--- config.mk ---
export PLATFORM = sky130hd
export DESIGN_NAME = sdram_arbiter
export DESIGN_NICKNAME = d
export VERILOG_FILES = /design/src/rtl/sdram_pkg.sv /design/src/rtl/sdram_arb_starve_ctr.sv /design/src/rtl/sdram_arbiter.sv
export SDC_FILE = /design/constraint.sdc
export NUM_CORES = 1
export LEC_CHECK = 0
export CAP_MARGIN = 20
export CORE_MARGIN = 1.5
export CORE_UTILIZATION = 45
export DETAILED_ROUTE_END_ITERATION = 10
export GPL_TIMING_DRIVEN = 0
export PLACE_DENSITY_LB_ADDON = 0.15
export SLEW_MARGIN = 20
export SYNTH_ARGS = -nofsm -noshare
export SYNTH_HDL_FRONTEND = slang
export SYNTH_SLANG_ARGS = --single-unit
--- constraint.sdc ---
create_clock -name CLK -period 3.36 [get_ports CLK]
set_input_delay 0.336 -clock CLK [delete_from_list [all_inputs] [get_ports CLK]]
set_output_delay 0.336 -clock CLK [all_outputs]
set_load 0.1 [all_outputs]
--- src/rtl/sdram_pkg.sv ---
// Shared encodings for the SDRAM access arbiter: FSM states, grant codes and
// the longword address width of both requester ports.
package sdram_pkg;

   localparam int ADDR_W = 26;

   typedef enum logic [1:0] {
      ST_IDLE    = 2'd0,
      ST_GNT0    = 2'd1,
      ST_GNT1    = 2'd2,
      ST_REFRESH = 2'd3
   } arb_state_e;

   localparam logic [1:0] GNT_NONE = 2'b00;
   localparam logic [1:0] GNT_P0   = 2'b01;
   localparam logic [1:0] GNT_P1   = 2'b10;
   localparam logic [1:0] GNT_REF  = 2'b11;

   function automatic logic [1:0] grant_code(input arb_state_e s);
      case (s)
         ST_GNT0:    return GNT_P0;
         ST_GNT1:    return GNT_P1;
         ST_REFRESH: return GNT_REF;
         default:    return GNT_NONE;
      endcase
   endfunction

endpackage

--- src/rtl/sdram_arb_starve_ctr.sv ---
// Saturating wait counter for port 1; flags starvation once MAX_WAIT
// consecutive pending cycles have been seen.
module sdram_arb_starve_ctr #(
   parameter int MAX_WAIT = 15,
   parameter int WAIT_W   = 8
) (
   input  logic CLK,
   input  logic RESET_n,
   input  logic inc_i,
   input  logic clr_i,
   output logic starved_o
);

   localparam logic [WAIT_W-1:0] MAX_C = WAIT_W'(MAX_WAIT);

   logic [WAIT_W-1:0] cnt_q, cnt_d;

   always_comb begin
      cnt_d = cnt_q;
      if (clr_i)
         cnt_d = '0;
      else if (inc_i && (cnt_q < MAX_C))
         cnt_d = cnt_q + 1'b1;
   end

   always_ff @(posedge CLK or negedge RESET_n) begin
      if (!RESET_n) cnt_q <= '0;
      else          cnt_q <= cnt_d;
   end

   assign starved_o = (cnt_q >= MAX_C);

endmodule

--- src/rtl/sdram_arbiter.sv ---
// Shares the SDRAM controller port between the Zorro III slave path (port 0),
// the DMA/cache-fill engine (port 1) and refresh. SDRAM_ARB_RR_EN swaps the
// fixed-priority/starvation-guard scheme for port round-robin.
module sdram_arbiter
   import sdram_pkg::*;
#(
   parameter int MAX_WAIT = 15,
   parameter int WAIT_W   = 8
) (
   input  logic              CLK,
   input  logic              RESET_n,
   input  logic              refresh_req,
   input  logic              refresh_done,
   input  logic              req0,
   input  logic [ADDR_W-1:0] addr0,
   input  logic              rw0,
   input  logic [3:0]        ds0_n,
   output logic              ack0,
   input  logic              req1,
   input  logic [ADDR_W-1:0] addr1,
   input  logic              rw1,
   input  logic [3:0]        ds1_n,
   output logic              ack1,
   output logic              ctl_req,
   output logic [ADDR_W-1:0] ctl_addr,
   output logic              ctl_rw,
   output logic [3:0]        ctl_ds_n,
   input  logic              ctl_ack,
   output logic              ctl_refresh,
   output logic [1:0]        grant
);

   arb_state_e        state_q, state_d;
   logic              abort_q, abort_d;
   logic [ADDR_W-1:0] addr_q, addr_d;
   logic              rw_q, rw_d;
   logic              enter0, enter1;
   logic              pick1;

   assign enter0 = (state_q == ST_IDLE) && (state_d == ST_GNT0);
   assign enter1 = (state_q == ST_IDLE) && (state_d == ST_GNT1);

`ifdef SDRAM_ARB_RR_EN
   // last1_q set: port 1 owned the most recent grant, so port 0 wins a tie
   logic last1_q, last1_d;

   assign pick1 = req1 && (!req0 || !last1_q);

   always_comb begin
      last1_d = last1_q;
      if (enter0)      last1_d = 1'b0;
      else if (enter1) last1_d = 1'b1;
   end

   always_ff @(posedge CLK or negedge RESET_n) begin
      if (!RESET_n) last1_q <= 1'b1;
      else          last1_q <= last1_d;
   end
`else
   logic starved;

   sdram_arb_starve_ctr #(
      .MAX_WAIT (MAX_WAIT),
      .WAIT_W   (WAIT_W)
   ) u_starve (
      .CLK       (CLK),
      .RESET_n   (RESET_n),
      .inc_i     (req1 && (state_q != ST_GNT1)),
      .clr_i     (!req1 || enter1),
      .starved_o (starved)
   );

   assign pick1 = req1 && (starved || !req0);
`endif

   // state register
   always_ff @(posedge CLK or negedge RESET_n) begin
      if (!RESET_n) state_q <= ST_IDLE;
      else          state_q <= state_d;
   end

   // next state: arbitration happens in IDLE only, grants never preempted
   always_comb begin
      state_d = state_q;
      case (state_q)
         ST_IDLE: begin
            if (refresh_req) state_d = ST_REFRESH;
            else if (pick1)  state_d = ST_GNT1;
            else if (req0)   state_d = ST_GNT0;
         end
         ST_GNT0, ST_GNT1: if (ctl_ack) state_d = ST_IDLE;
         ST_REFRESH:       if (refresh_done) state_d = ST_IDLE;
         default:          state_d = ST_IDLE;
      endcase
   end

   // A requester that withdraws mid-grant loses its ack; the controller
   // cycle still runs to completion.
   always_comb begin
      abort_d = abort_q;
      if (enter0 || enter1)
         abort_d = 1'b0;
      else if (((state_q == ST_GNT0) && !req0) || ((state_q == ST_GNT1) && !req1))
         abort_d = 1'b1;
   end

   always_comb begin
      addr_d = addr_q;
      rw_d   = rw_q;
      if (enter0) begin
         addr_d = addr0;
         rw_d   = rw0;
      end else if (enter1) begin
         addr_d = addr1;
         rw_d   = rw1;
      end
   end

   always_ff @(posedge CLK or negedge RESET_n) begin
      if (!RESET_n) begin
         abort_q <= 1'b0;
         addr_q  <= '0;
         rw_q    <= 1'b1;
      end else begin
         abort_q <= abort_d;
         addr_q  <= addr_d;
         rw_q    <= rw_d;
      end
   end

   // outputs; strobes bypass the register since Zorro III drives them late
   always_comb begin
      ctl_req     = (state_q == ST_GNT0) || (state_q == ST_GNT1);
      ctl_refresh = (state_q == ST_REFRESH);
      grant       = grant_code(state_q);
      ctl_addr    = addr_q;
      ctl_rw      = rw_q;
      ack0        = ctl_ack && (state_q == ST_GNT0) && req0 && !abort_q;
      ack1        = ctl_ack && (state_q == ST_GNT1) && req1 && !abort_q;
      ctl_ds_n    = 4'b1111;
      if (state_q == ST_GNT0)      ctl_ds_n = ds0_n;
      else if (state_q == ST_GNT1) ctl_ds_n = ds1_n;
   end

endmodule

==> results.yml <==
status:
  status: "complete, no violations"
floorplan:
  die-area_mm2: 0.00818
  die_w_um: 90.5
  rows: 31
  coreArea_mm2: 0.00733
  die_y_um: 90.5
  initial_core_util_pct: 47.0
  pin_count: 106
sta:
  slew_headroom_pct: 33.8
  max_freq_ghz: 0.321
  period_minus_slack_ns: 3.12
  rsz0062_at_grt: "false"
  finalCritPeriodShare_pct: 92.7
  skew_ns: 0.00845
  hold_violations: 0
  setup_viol: 0
  finalWorstSetupSlack_ns: 0.244
  setup_tns_ns: 0
  tightest_slew_ns: 0.990
  slew_viol_final: 0
layout:
  areaGrowthSynthToFinish_pct: 37.4
  layout_common_cells: "clkdlybuf4s50_1, and4_1, clkbuf_1, dfrtp_1"
  final_common_cell: "clkdlybuf4s50_1"
  utilization_pct: 64.5
  seq_area_um2: 952
  multi_input_area_mm2: 0.00224
  final-instance-count-excl-fill: 596
  final_nets: 570
  final_cell_area_mm2: 0.00473
  diodes: 0
  drive_above_1_share_pct: 8.25
  fill_cells: 636
routing:
  via_count: 4069
  drcViolationCount: 0
  wl_um: 12500
  vias_per_cell: 6.83
  drtIter0Drc: 407
  first_pass_iters: 5
  wl_per_cell_um: 21.0
  ant_nets: 0
global_routing:
  grt_pass1_vias: 4000
  grt_first_pass_wirelength_um: 20100
  grtUsageTotal_pct: 30.3
  grt_max_degree: 31
  antenna_found_initial: 0
  grt-ovfl-total: 0
worst_setup_path:
  critPathArrivalTime_ns: 2.78
  cp.required_ns: 3.02
  crit_slowest_cell: "clkdlybuf4s50_1"
  max_stage_delay_ns: 1.14
  worstSetupEndpointType: "output pin"
  cp_max_fo: 10
  cp_cell_sequence: "inv_1 > ha_1 > clkbuf_1 > nor2_1 > clkdlybuf4s50_1"
  path_class: "flop to output pin"
  crit_buf_inv: 3
  crit_path_start_kind: "flop"
  path_delay_family: "buffers and inverters"
place:
  place_area_mm2: 0.00462
  hpwl_um: 8460
  numPortBuffers: 104
  dpl.cell_count: 586
  gp_congestion: 0.829
  dp_slack_ns: 0.178
clock_tree:
  tritoncts: "built"
  postCtsSetupBuffers: 0
  path_clk_slew_ns: 0.08
  root_buffer: "clkbuf_8"
  insertion_delay_ns: 0.30
  ctsLongestPathBuffers: 2
  clock_sinks: 38
  h-tree-depth: 2
  cts_inserted_buffers: 5
synth:
  ys_types: 40
  synth-edff-count: 0
  ys.flop_type: "dfrtp_1"
  async_reset_ff_share_pct: 100
  synthCells: 382
  synth_area_mm2: 0.00344
  yosysWarnings: 0
  synth-seq-cells: 38
  syn_nets: 456
  syn_avg_cell_area_um2: 9.01
  seq_area_frac_synth_pct: 27.7
power_and_ir_drop:
  leakage_nw: 1.94
  p_per_area_mw_per_mm2: 996
  irDropWorstVdd_uv: 634
min_path:
  hold_path.class: "primary input to async pin"
flow_run:
  max_cap_violations: 0
## what timing repair did
| item | 4_1_cts | 5_1_grt |
|---|---|---|
| endpoints found under the hold margin | 7 | 0 |
| endpoints found under the setup margin | 0 | 1 |
| hold buffers | 1 | 0 |
| gates resized for setup | 0 | 1 |
## state kept, by name, summed over array words and instances, names as in the netlist
signal	flops
state_q	2
ctl_addr	26
ctl_rw	1
abort_q	1
u_starve.cnt_q	8
## logic make-up after synthesis
logic type / after synthesis / share of synthesized area (%)
simple gates: 113 / 23.8
fa+ha+maj: 5 / 1.82
buf+inv: 63 / 7.31
mux: 1 / 0.327
flops: 38 / 27.7
compound gates: 160 / 38.5
xor+xnor: 2 / 0.509
## per-layer routing
layer / track usage (%) / vias to the layer above / part of all wire, %
met2: 50.5 / 219 / 49
met5: 0 / - / 0
li1: - / 1834 / -
met1: 40.4 / 1989 / 42
met3: 4.55 / 27 / 7.2
met4: 9.13 / 0 / 1.8
## power by group
group	total [mW]	switching [mW]	internal [mW]
Sequential	0.894	0.223	0.671
Clock	0.339	0.173	0.166
Combinational	3.48	2.52	0.957
Total	4.71	2.92	1.79
## synth_stat cells, types with 2 or more instances
cell,n,share of area (%)
a2111oi_0,27,6.9
a21oi_1,4,0.58
a22oi_1,27,5.9
a32oi_1,27,6.9
and2_1,28,5.1
and3_1,4,0.73
and4_1,54,14
buf_1,2,0.22
buf_2,6,0.87
buf_4,2,0.44
clkbuf_1,47,5.1
dfrtp_1,37,27
ha_1,5,1.8
inv_1,5,0.55
nand2_1,3,0.33
nand2b_1,3,0.55
nand3_1,5,0.73
nor2_1,3,0.33
nor2b_1,6,1.1
nor3_1,2,0.29
nor4_1,2,0.36
o211a_1,9,2.6
o21ai_0,28,4.1
o21ai_1,2,0.29
o221a_1,8,2.6
o221a_2,19,6.2
o22a_1,3,0.76
xor2_1,2,0.51
## final cells by class
type                            count  share of cell area, %
Sequential cell                    38                   20.1
Clock inverter                      1                  0.106
Timing Repair Buffer              107                   22.7
Tap cell                           99                   2.62
Clock buffer                        7                   1.82
Inverter                            6                  0.476
Multi-Input combinational cell    281                   47.3
Buffer                             57                   4.84
## final timing paths
kind | slack [ns] | startpoint | end | cells after the start
max reg2reg | 0.60 | u_starve.cnt_q[6]$_DFFE_PN0P_ | ctl_addr[22]$_DFFE_PN0P_ | 6
min reg2reg | 0.52 | ctl_rw$_DFFE_PN1P_ | ctl_rw$_DFFE_PN1P_ | 2
max in group asynchronous | 2.48 | RESET_n | u_starve.cnt_q[5]$_DFFE_PN0P_ | 3
min in group CLK | 0.52 | ctl_rw$_DFFE_PN1P_ | ctl_rw$_DFFE_PN1P_ | 2
min | 0.43 | RESET_n | ctl_addr[21]$_DFFE_PN0P_ | 2
max | 0.24 | state_q[1]$_DFF_PN0_ | grant[1] | 5
## stage by stage
step	hold WS, ns	power (mW)
2_1_floorplan	0.0404	3.44
3_3_place_gp	0.508	4.29
3_5_place_dp	0.222	4.34
4_1_cts	0.440	4.69
5_1_grt	0.451	4.93
6_report	0.431	4.71
(Power assumes the default switching activity.)
